### config.mk
export PLATFORM = sky130hd
export DESIGN_NAME = imem_uart_loader
export DESIGN_NICKNAME = d
export VERILOG_FILES = /design/src/rtl/loader_pkg.sv /design/src/rtl/loader_word_asm.sv /design/src/rtl/imem_uart_loader.sv
export SDC_FILE = /design/constraint.sdc
export NUM_CORES = 1
export LEC_CHECK = 0
export ABC_AREA = 1
export CAP_MARGIN = 10
export CORE_MARGIN = 3
export CORE_UTILIZATION = 55
export CTS_CLUSTER_DIAMETER = 80
export DETAILED_ROUTE_END_ITERATION = 6
export HOLD_SLACK_MARGIN = 0.08
export PLACE_DENSITY = 0.79
export SETUP_SLACK_MARGIN = 0.3
export SLEW_MARGIN = 20
export SYNTH_ARGS = -nofsm -noshare
export SYNTH_HDL_FRONTEND = slang
export SYNTH_SLANG_ARGS = --single-unit
### constraint.sdc
create_clock -name clk -period 2.5 [get_ports clk]
set_input_delay 0.5 -clock clk [delete_from_list [all_inputs] [get_ports clk]]
set_output_delay 0.5 -clock clk [all_outputs]
set_load 0.05 [all_outputs]
### src/rtl/loader_pkg.sv
// Shared types for the UART-driven instruction memory loader.
// State encoding and status byte values.
package loader_pkg;

  typedef enum logic [2:0] {
    IDLE,
    LEN_LO,
    LEN_HI,
    DATA,
    WRITE,
    DONE
  } state_t;

  localparam logic [7:0] ACK_OK   = 8'h4B;
  localparam logic [7:0] ACK_ERR  = 8'h45;
  localparam logic [7:0] SYNC_DEF = 8'hA5;

endpackage

### src/rtl/loader_word_asm.sv
// Little-endian byte-lane assembler with a one-byte skid register.
// The skid catches a byte that lands while the word is being written.
module loader_word_asm
  import loader_pkg::*;
(
  input  logic        clk,
  input  logic        rst,
  input  logic        clr,
  input  logic        take_en,
  input  logic        hold_en,
  input  logic [7:0]  rx_data,
  input  logic        rx_valid,
  output logic [31:0] word,
  output logic        word_ready
);

  logic [1:0]  byte_idx;
  logic [23:0] lanes;
  logic        skid_v;
  logic [7:0]  skid_d;
  logic        take;
  logic [7:0]  cur;

  assign take       = take_en && (skid_v || rx_valid);
  assign cur        = skid_v ? skid_d : rx_data;
  assign word_ready = take && (byte_idx == 2'd3);
  assign word       = {cur, lanes};

  always_ff @(posedge clk or negedge rst) begin
    if (!rst) begin
      byte_idx <= '0;
      lanes    <= '0;
      skid_v   <= 1'b0;
      skid_d   <= '0;
    end else if (clr) begin
      byte_idx <= '0;
      skid_v   <= 1'b0;
    end else if (take) begin
      byte_idx <= byte_idx + 2'd1;
      unique case (byte_idx)
        2'd0:    lanes[7:0]   <= cur;
        2'd1:    lanes[15:8]  <= cur;
        2'd2:    lanes[23:16] <= cur;
        default: ;
      endcase
      // a skid drain with a fresh byte arriving refills the skid
      skid_v <= skid_v && rx_valid;
      if (rx_valid)
        skid_d <= rx_data;
    end else if (hold_en && rx_valid) begin
      skid_v <= 1'b1;
      skid_d <= rx_data;
    end
  end

endmodule

### src/rtl/imem_uart_loader.sv
// Loads imem from a framed UART byte stream while holding the core in reset.
// Frame: SYNC, len_lo, len_hi, then len little-endian 32-bit words.
module imem_uart_loader
  import loader_pkg::*;
#(
  parameter int         ADDR_WIDTH     = 5,
  parameter logic [7:0] SYNC_BYTE      = SYNC_DEF,
  parameter int         TIMEOUT_CYCLES = 1_000_000
) (
  input  logic        clk,
  input  logic        rst,
  input  logic [7:0]  rx_data,
  input  logic        rx_valid,
  input  logic        load_req,
  input  logic        tx_busy,
  output logic [7:0]  tx_data,
  output logic        tx_start,
  output logic [31:0] imem_din,
  output logic [31:0] imem_addr,
  output logic        imem_web,
  output logic        core_rst,
  output logic        load_done,
  output logic        load_err
);

  localparam int TW = $clog2(TIMEOUT_CYCLES + 1);
  localparam logic [TW-1:0] TO_LAST = TW'(TIMEOUT_CYCLES - 1);
  localparam logic [16:0] DEPTH = 17'(2 ** ADDR_WIDTH);

  state_t        state;
  logic [15:0]   cnt;
  logic [15:0]   word_idx;
  logic [TW-1:0] idle_cnt;
  logic          sent;
  logic          active;
  logic          abort;
  logic          clr;
  logic [31:0]   word;
  logic          word_ready;

  assign active = (state == LEN_LO) || (state == LEN_HI) ||
                  (state == DATA);
  assign abort  = load_req && (state != IDLE);
  assign clr    = abort || !((state == DATA) || (state == WRITE));

  loader_word_asm u_asm (
    .clk        (clk),
    .rst        (rst),
    .clr        (clr),
    .take_en    ((state == DATA) && !abort),
    .hold_en    ((state == WRITE) && !abort),
    .rx_data    (rx_data),
    .rx_valid   (rx_valid),
    .word       (word),
    .word_ready (word_ready)
  );

  always_ff @(posedge clk or negedge rst) begin
    if (!rst) begin
      state     <= IDLE;
      cnt       <= '0;
      word_idx  <= '0;
      idle_cnt  <= '0;
      sent      <= 1'b0;
      imem_web  <= 1'b1;
      imem_addr <= '0;
      imem_din  <= '0;
      core_rst  <= 1'b1;
      load_done <= 1'b0;
      load_err  <= 1'b0;
      tx_start  <= 1'b0;
      tx_data   <= '0;
    end else begin
      tx_start <= 1'b0;
      imem_web <= 1'b1;
      idle_cnt <= (active && !rx_valid) ? idle_cnt + TW'(1) : '0;
      if (abort) begin
        state     <= IDLE;
        core_rst  <= 1'b1;
        load_done <= 1'b0;
      end else if (active && !rx_valid && !word_ready &&
                   idle_cnt == TO_LAST) begin
        state    <= IDLE;
        load_err <= 1'b1;
      end else begin
        unique case (state)
          IDLE: begin
            if (rx_valid && rx_data == SYNC_BYTE) begin
              state    <= LEN_LO;
              load_err <= 1'b0;
            end
          end
          LEN_LO: begin
            if (rx_valid) begin
              cnt[7:0] <= rx_data;
              state    <= LEN_HI;
            end
          end
          LEN_HI: begin
            if (rx_valid) begin
              cnt[15:8] <= rx_data;
              word_idx  <= '0;
              if ({rx_data, cnt[7:0]} == 16'd0) begin
                state     <= DONE;
                core_rst  <= 1'b0;
                load_done <= 1'b1;
                sent      <= 1'b0;
              end else begin
                state <= DATA;
              end
            end
          end
          DATA: begin
            if (word_ready) begin
              state     <= WRITE;
              imem_din  <= word;
              imem_addr <= {14'd0, word_idx, 2'b00};
              // words past the end of imem are consumed but dropped
              if ({1'b0, word_idx} < DEPTH)
                imem_web <= 1'b0;
              else
                load_err <= 1'b1;
            end
          end
          WRITE: begin
            word_idx <= word_idx + 16'd1;
            if (word_idx + 16'd1 == cnt) begin
              state     <= DONE;
              core_rst  <= 1'b0;
              load_done <= 1'b1;
              sent      <= 1'b0;
            end else begin
              state <= DATA;
            end
          end
          DONE: begin
            if (!sent && !tx_busy) begin
              tx_start <= 1'b1;
              tx_data  <= load_err ? ACK_ERR : ACK_OK;
              sent     <= 1'b1;
            end
          end
          default: state <= IDLE;
        endcase
      end
    end
  end

endmodule

==> metrics.txt, run 1 <==
outcome=finished clean; Sinks on Clock Net=between 100 and 150; switch share=33.6%; Switch Pwr=2.54 mW; Layout Skew=0.00774 ns; Critical Path RT=roughly 2.0 ns; worst ir drop on vdd=0.515 mV; Final setup viols=0; overall global routing resource usage=23.8%; Worst R2R Setup Slack=0.43 ns; Slowest Stage Delay on Critical Path=0.82 ns; Worst-path clk slew=roughly 0.06 ns; Mean Syn Cell Area=between 8 and 9 µm²; setup TNS=0 ns; Finished Core Util=between 60% and 70%; H-tree Lvls=4; register area share after synthesis=between 50 and 60%; Power Density=853 nW/µm²; initial antenna violation count=0; Gate Count Post-Synth=862; crit path from=imem_addr[16]$_DFFE_PN0P_; share of the synthesized area in the top cell type=between 50% and 60%; DR DRC count=0; Horiz. Die Dim=120 µm; grt ovf=0; Post-synth EDFFs=0; biggest area consumer among synthesized cells=dfrtp_1; area of the core=around 13,000 µm²; Net count, final=976; Longest Clk Path Bufs=2; prevailing post-synth register cell=dfrtp_1; Worst Setup Path Type=flip-flop to output pin; total CTS buffers=17; Clk pwr share=34.5%; Top delay family on crit path=buffers and inverters; number of global-route vias before repair=roughly 5,700; fin crit share=85.9%; RR Endpoint=cnt[0]$_DFFE_PN0P_; crit path DAT=around 1.7 ns; Yosys cell types=47; Worst setup SP type=flip-flop; Synth warnings=0; DRT antenna net count=0; Commonest cells post-synth=nand2_1, dfrtp_1, inv_1; Iter 0 DRT Violations=466; fin area=8860 µm²; DP HPWL=between 10 and 15 mm; # Max-Cap Violations=0; CTS tree=yes; synthesized flop and latch total=approximately 150; Slew Limit Headroom=a little under half; vias per std cell=5.17; reg2reg start=state[0]$_DFFE_PN0P_; clk_lat worst skew=0.43 ns; RSZ-0062 raised after global routing=true; most common cell in the synthesized netlist=nand2_1; netlist area before placement=just over 7000 µm²; R2R depth=10; Worst-Margin Slew=0.790 ns; Comb power frac=25.5%; Starting Density=56.5%; Reg area=3680 µm²; WHS Path Cells=1; TritonRoute pass-1 iters=6; fmax=0.465 GHz; Max Slew Vio Count=0; worst-path cell with the longest stage delay=clkdlybuf4s50_1; Critical Path End Type=output pin; HP Class=flip-flop to flip-flop; largest net degree at the start of global routing=88; worst-path fanout max=2; drt total wl=16.7 mm; std cell rows=41; multi-input logic area=2960 µm²; area of the die=between 10,000 and 15,000 µm²; ratio of cells with drive above 1 in the final layout=12.1%; Cell Area, Placed=8120 µm²; minimum clock period=2.15 ns; cell internal pwr=5.02 mW; Final Wtd Congestion=0.886; Wirelength per Cell=about 15 µm; diode count=0; ranking of synthesized cells by area=dfrtp_1, nand2_1, o21ai_0; HP Start=idle_cnt[0]$_DFF_PN0_; Die H=120 µm; Hold Path End=idle_cnt[0]$_DFF_PN0_; first-pass GRT wire length=roughly 27 mm; leakage power=4.12 nW; routed via count=5,901; asr flop ratio synth=100%; port buffer count=70; Buf+Inv Stages, Crit Path=1; Fin. Hold Viols=0; register share of total power=40.0%; CP cell instances=clkdlybuf4s50_1; Filler Cells Inserted=between 900 and 1,000; Layout area overhead=23.2%; Ports=90; Root Buffer=clkbuf_16
-- through the flow --
stage | power (mW) | setup slack (ns) | cells | hold slack, ns
detailed placement | 4.90 | 0.0569 | 1104 | 0.450
finish | 7.56 | 0.351 | 1142 | 0.459
global placement | 4.86 | 0.140 | 1104 | 0.444
global route | 7.97 | 0.273 | 1142 | 0.483
floorplan | 4.40 | 0.700 | 880 | 0.204
CTS | 7.52 | 0.327 | 1137 | 0.458
-- kinds of logic after synthesis --
logic type                 after synthesis  synth area share [%]
AOI/OAI and AO/OA                      147                  11.8
other                                    1                0.0522
and+or+nand+nor                        398                  24.7
adders and majority gates                6                  1.04
buffers and inverters                  155                  9.75
DFF                                    147                  51.2
xor gates and xnor gates                 8                  1.37
-- how the worst max path moves through the flow --
stage / to / depth (start not counted)
finish: imem_addr[16] / 1
global route: idle_cnt[13]$_DFF_PN0_ / 11
CTS: imem_addr[14] / 1
detailed placement: word_idx[8]$_DFFE_PN0P_ / 8
global placement: word_idx[5]$_DFFE_PN0P_ / 8
floorplan: idle_cnt[18]$_DFF_PN0_ / 10
-- layer usage --
metal,wire length [µm],up-vias,track usage (%)
met1,7300,2793,31.4
li1,-,2937,-
met4,301,0,9.07
met5,0,-,0
met2,8290,149,38.8
met3,762,22,5.05
-- layout make-up --
type,instances,area share [%]
clock buffer,19,4.89
clock inverter,13,1.96
inverter,112,4.80
multi-input combinational,580,33.4
sequential,147,41.6
tap,172,2.43
timing repair buffer,99,10.9
-- cells in the final DEF, fill, tap and decap left out, types with 3 or more instances in the layout --
cell type,netlist,layout
nor2_4,3,7
nor2_2,4,4
dfrtp_1,145,143
inv_6,1,4
conb_1,1,19
nand3_4,2,3
nand3_1,40,37
nand3b_1,4,4
nand2_1,243,243
bufinv_16,0,3
buf_4,23,24
nand4_1,16,16
inv_1,107,107
nand2_2,6,6
o21ai_2,17,17
inv_2,3,3
clkbuf_16,0,17
o21ai_0,98,98
buf_12,0,4
nor4_1,6,6
nor3_1,16,16
a21oi_1,11,11
ha_1,6,5
nor2_1,50,46
nand3_2,1,5
clkinv_4,0,3
xor2_1,5,5
o22ai_1,10,10
clkdlybuf4s50_1,0,67
-- sequential cells by signal, indices dropped and copies added (netlist names) --
signal,cells
word_idx,16
tx_start,1
tx_data,3
sent,1
state,3
u_asm.byte_idx,2
imem_addr,16
imem_din,32
u_asm.skid_v,1
cnt,16
u_asm.skid_d,8
load_err,1
load_done,1
core_rst,1
imem_web,1
idle_cnt,20
u_asm.lanes,24
-- power by group through the flow --
stage | combinational, mW | sequential (mW) | clock, mW
2_1_floorplan | 1.30 | 3.11 | 0
3_3_place_gp | 1.82 | 3.04 | 0
3_5_place_dp | 1.86 | 3.04 | 0
4_1_cts | 1.86 | 3.01 | 2.65
5_1_grt | 2.14 | 3.07 | 2.76
6_report | 1.93 | 3.02 | 2.61
-- what timing repair did --
item | 4_1_cts | 5_1_grt
buffers inserted | 0 | 3
gates resized for setup | 2 | 16
hold endpoints to repair | 43 | 0
hold buffers | 1 | 0
pin swaps | 0 | 3
endpoints found under the setup margin | 2 | 46
cloned | 0 | 2
Power figures use the tool's default switching activity.
==> inputs of run 2 (changes only) <==
--- a/config.mk
+++ b/config.mk
@@ -10,6 +10,7 @@
 export CORE_MARGIN = 3
 export CORE_UTILIZATION = 55
 export CTS_CLUSTER_DIAMETER = 80
+export CTS_CLUSTER_SIZE = 24
 export DETAILED_ROUTE_END_ITERATION = 6
 export HOLD_SLACK_MARGIN = 0.08
 export PLACE_DENSITY = 0.79
==> constraint.sdc (replaced) <==
create_clock -name clk -period 2.78 [get_ports clk]
set_input_delay 0.556 -clock clk [delete_from_list [all_inputs] [get_ports clk]]
set_output_delay 0.556 -clock clk [all_outputs]
set_load 0.05 [all_outputs]
==> metrics.txt, run 2 (synthesis gave the netlist of run 1 again) <==
DR DRC count=0 (unchanged); Finished Core Util=67.6% (-2.0 points); H-tree Lvls=4 (unchanged); crit path DAT=1.76 ns (+0.11 ns); Worst setup SP type=flip-flop; Power Density=757 nW/µm² (-11%); area of the die=14,500 µm² (unchanged); Slew Limit Headroom=52.9% (+6.0 points); outcome=finished clean; Regs by FF count=imem_din x32, u_asm.lanes x24, idle_cnt x20; hold_buf cts=0 (-1); Biggest register=imem_din; non-filler cells, final=1,127 (-1.3%); HP Class=primary input to async pin; Die H=120 µm (unchanged); Ports=90 (unchanged); max reg flops=32 (unchanged); Net count, final=961 (-1.5%); diode count=0 (unchanged); placed cell count=1,095 (-0.82%); ratio of cells with drive above 1 in the final layout=9.74% (-2.3 points); CTS tree=yes; routed via count=5,820 (-1.4%); Filler Cells Inserted=1,043 (+5.6%); Clk pwr share=32.8% (-1.7 points); Iter 0 DRT Violations=406 (-13%); worst ir drop on vdd=0.519 mV (+0.75%); worst-path fanout max=1 (-1); largest net degree at the start of global routing=88 (unchanged); Critical Path RT=2.22 ns (+0.22 ns); Horiz. Die Dim=120 µm (unchanged); first-pass GRT wire length=27.0 mm (-0.71%); worst-path cell with the longest stage delay=clkdlybuf4s50_1; vias per std cell=5.16 (about the same); minimum clock period=2.32 ns; CP cell instances=clkdlybuf4s50_1; Switch Pwr=2.18 mW (-14%); area of the core=12,700 µm² (unchanged); Slowest Stage Delay on Critical Path=0.80 ns (-0.02 ns); grt ovf=0 (unchanged); commonest non-fill, non-tap cell in the layout=nand2_1; setup bufs post-CTS=0 (unchanged); Wirelength per Cell=14.4 µm (-1.2%); TritonRoute pass-1 iters=6 (unchanged); clk_lat worst skew=0.42 ns (about the same); Layout Skew=0.00602 ns (-0.00173 ns); Layout area overhead=19.7%; Worst-path clk slew=0.06 ns (about the same); Max Slew Vio Count=0 (unchanged); register share of total power=41.7% (+1.7 points); setup TNS=0 ns (unchanged); Worst-Margin Slew=0.699 ns (-0.0912 ns); fin crit share=83.5%; leakage power=4.02 nW (-2.4%); port buffer count=70 (unchanged); Power Total=6.52 mW (-14%); Worst Setup Path Type=flip-flop to output pin; most frequent cells in the layout=nand2_1, dfrtp_1, inv_1; Root Buffer=clkbuf_16; drt total wl=16.2 mm (-2.5%); Fin. Hold Viols=0 (unchanged); switch share=33.5% (-0.14 points); # resized after CTS=0 (-2); DP HPWL=11.4 mm (-0.63%); Final setup viols=0 (unchanged); Sinks on Clock Net=147 (unchanged); Buf+Inv Stages, Crit Path=1 (unchanged); Starting Density=56.5% (unchanged); Top delay family on crit path=buffers and inverters; overall global routing resource usage=23.7% (-0.064 points); fmax=0.431 GHz; number of global-route vias before repair=5,654 (-0.053%); Comb power frac=25.5% (about the same); RSZ-0062 raised after global routing=false; std cell rows=41 (unchanged); # Max-Cap Violations=0 (unchanged); cell internal pwr=4.33 mW (-14%); Final Wtd Congestion=0.926 (+4.5%); Longest Clk Path Bufs=2 (unchanged); initial antenna violation count=0 (unchanged); Critical Path End Type=output pin; DRT antenna net count=0 (unchanged); total CTS buffers=17 (unchanged)
==> run 2: cell types whose count changed in the layout (fill, tap and decap cells not counted), moves of 3 or more <==
| cell | delta |
|---|---|
| nor2_1 | +3 |
| inv_6 | -3 |
| nand3_1 | +3 |
| clkinv_2 | +4 |
| clkbuf_8 | +3 |
| buf_4 | -10 |
| nand3_2 | -4 |
| nor2_4 | -4 |
==> run 2: metal layers <==
| layer | wire length (µm) | GRT usage (%) | vias to the layer above |
|---|---|---|---|
| met4 | 333 | 8.85 | 0 |
| met3 | 779 | 5.47 | 36 |
| met5 | 0 | 0 | - |
| met2 | 7980 | 38.5 | 154 |
| met1 | 7150 | 31.4 | 2729 |
| li1 | - | - | 2901 |
==> run 2: final timing paths <==
path                                                 end  cells after the start                    start  slack (ns)
worst max-delay path                            imem_web                      1       imem_web$_DFF_PN1_        0.46
worst min register to register     idle_cnt[0]$_DFF_PN0_                      1    idle_cnt[0]$_DFF_PN0_        0.46
max in group asynchronous             imem_web$_DFF_PN1_                      2                      rst        1.95
worst min-delay path            word_idx[11]$_DFFE_PN0P_                      1                      rst        0.08
min in group clk                   idle_cnt[0]$_DFF_PN0_                      1    idle_cnt[0]$_DFF_PN0_        0.46
worst max register to register          sent$_DFFE_PN0P_                     14  word_idx[0]$_DFFE_PN0P_        0.66
==> run 2: stage by stage <==
stage                     hold WS (ns)  instance area (µm²)  worst slack [ns]
after floorplan                  0.260                 7260             0.980
after global placement           0.445                 8040             0.279
after detailed placement         0.453                 8040             0.264
after CTS                       0.0975                 8600             0.444
after global routing             0.107                 8600             0.347
final                           0.0785                 8600             0.459
==> run 2: power by group through the flow <==
stage / clock network [mW] / registers [mW] / logic, mW
2_1_floorplan: 0 / 2.79 / 1.17
3_3_place_gp: 0 / 2.73 / 1.61
3_5_place_dp: 0 / 2.74 / 1.65
4_1_cts: 2.18 / 2.71 / 1.66
5_1_grt: 2.27 / 2.76 / 1.85
6_report: 2.14 / 2.72 / 1.66
==> run 2: layout make-up <==
| class | instances | area [µm²] | share of cell area, % |
|---|---|---|---|
| clock buffers | 23 | 478 | 5.55 |
| clock inverters | 9 | 80.1 | 0.931 |
| inverters | 112 | 425 | 4.94 |
| multi-input cells | 578 | 2880 | 33.4 |
| flip-flops and latches | 147 | 3680 | 42.8 |
| well taps | 172 | 215 | 2.50 |
| repair buffers | 86 | 847 | 9.84 |
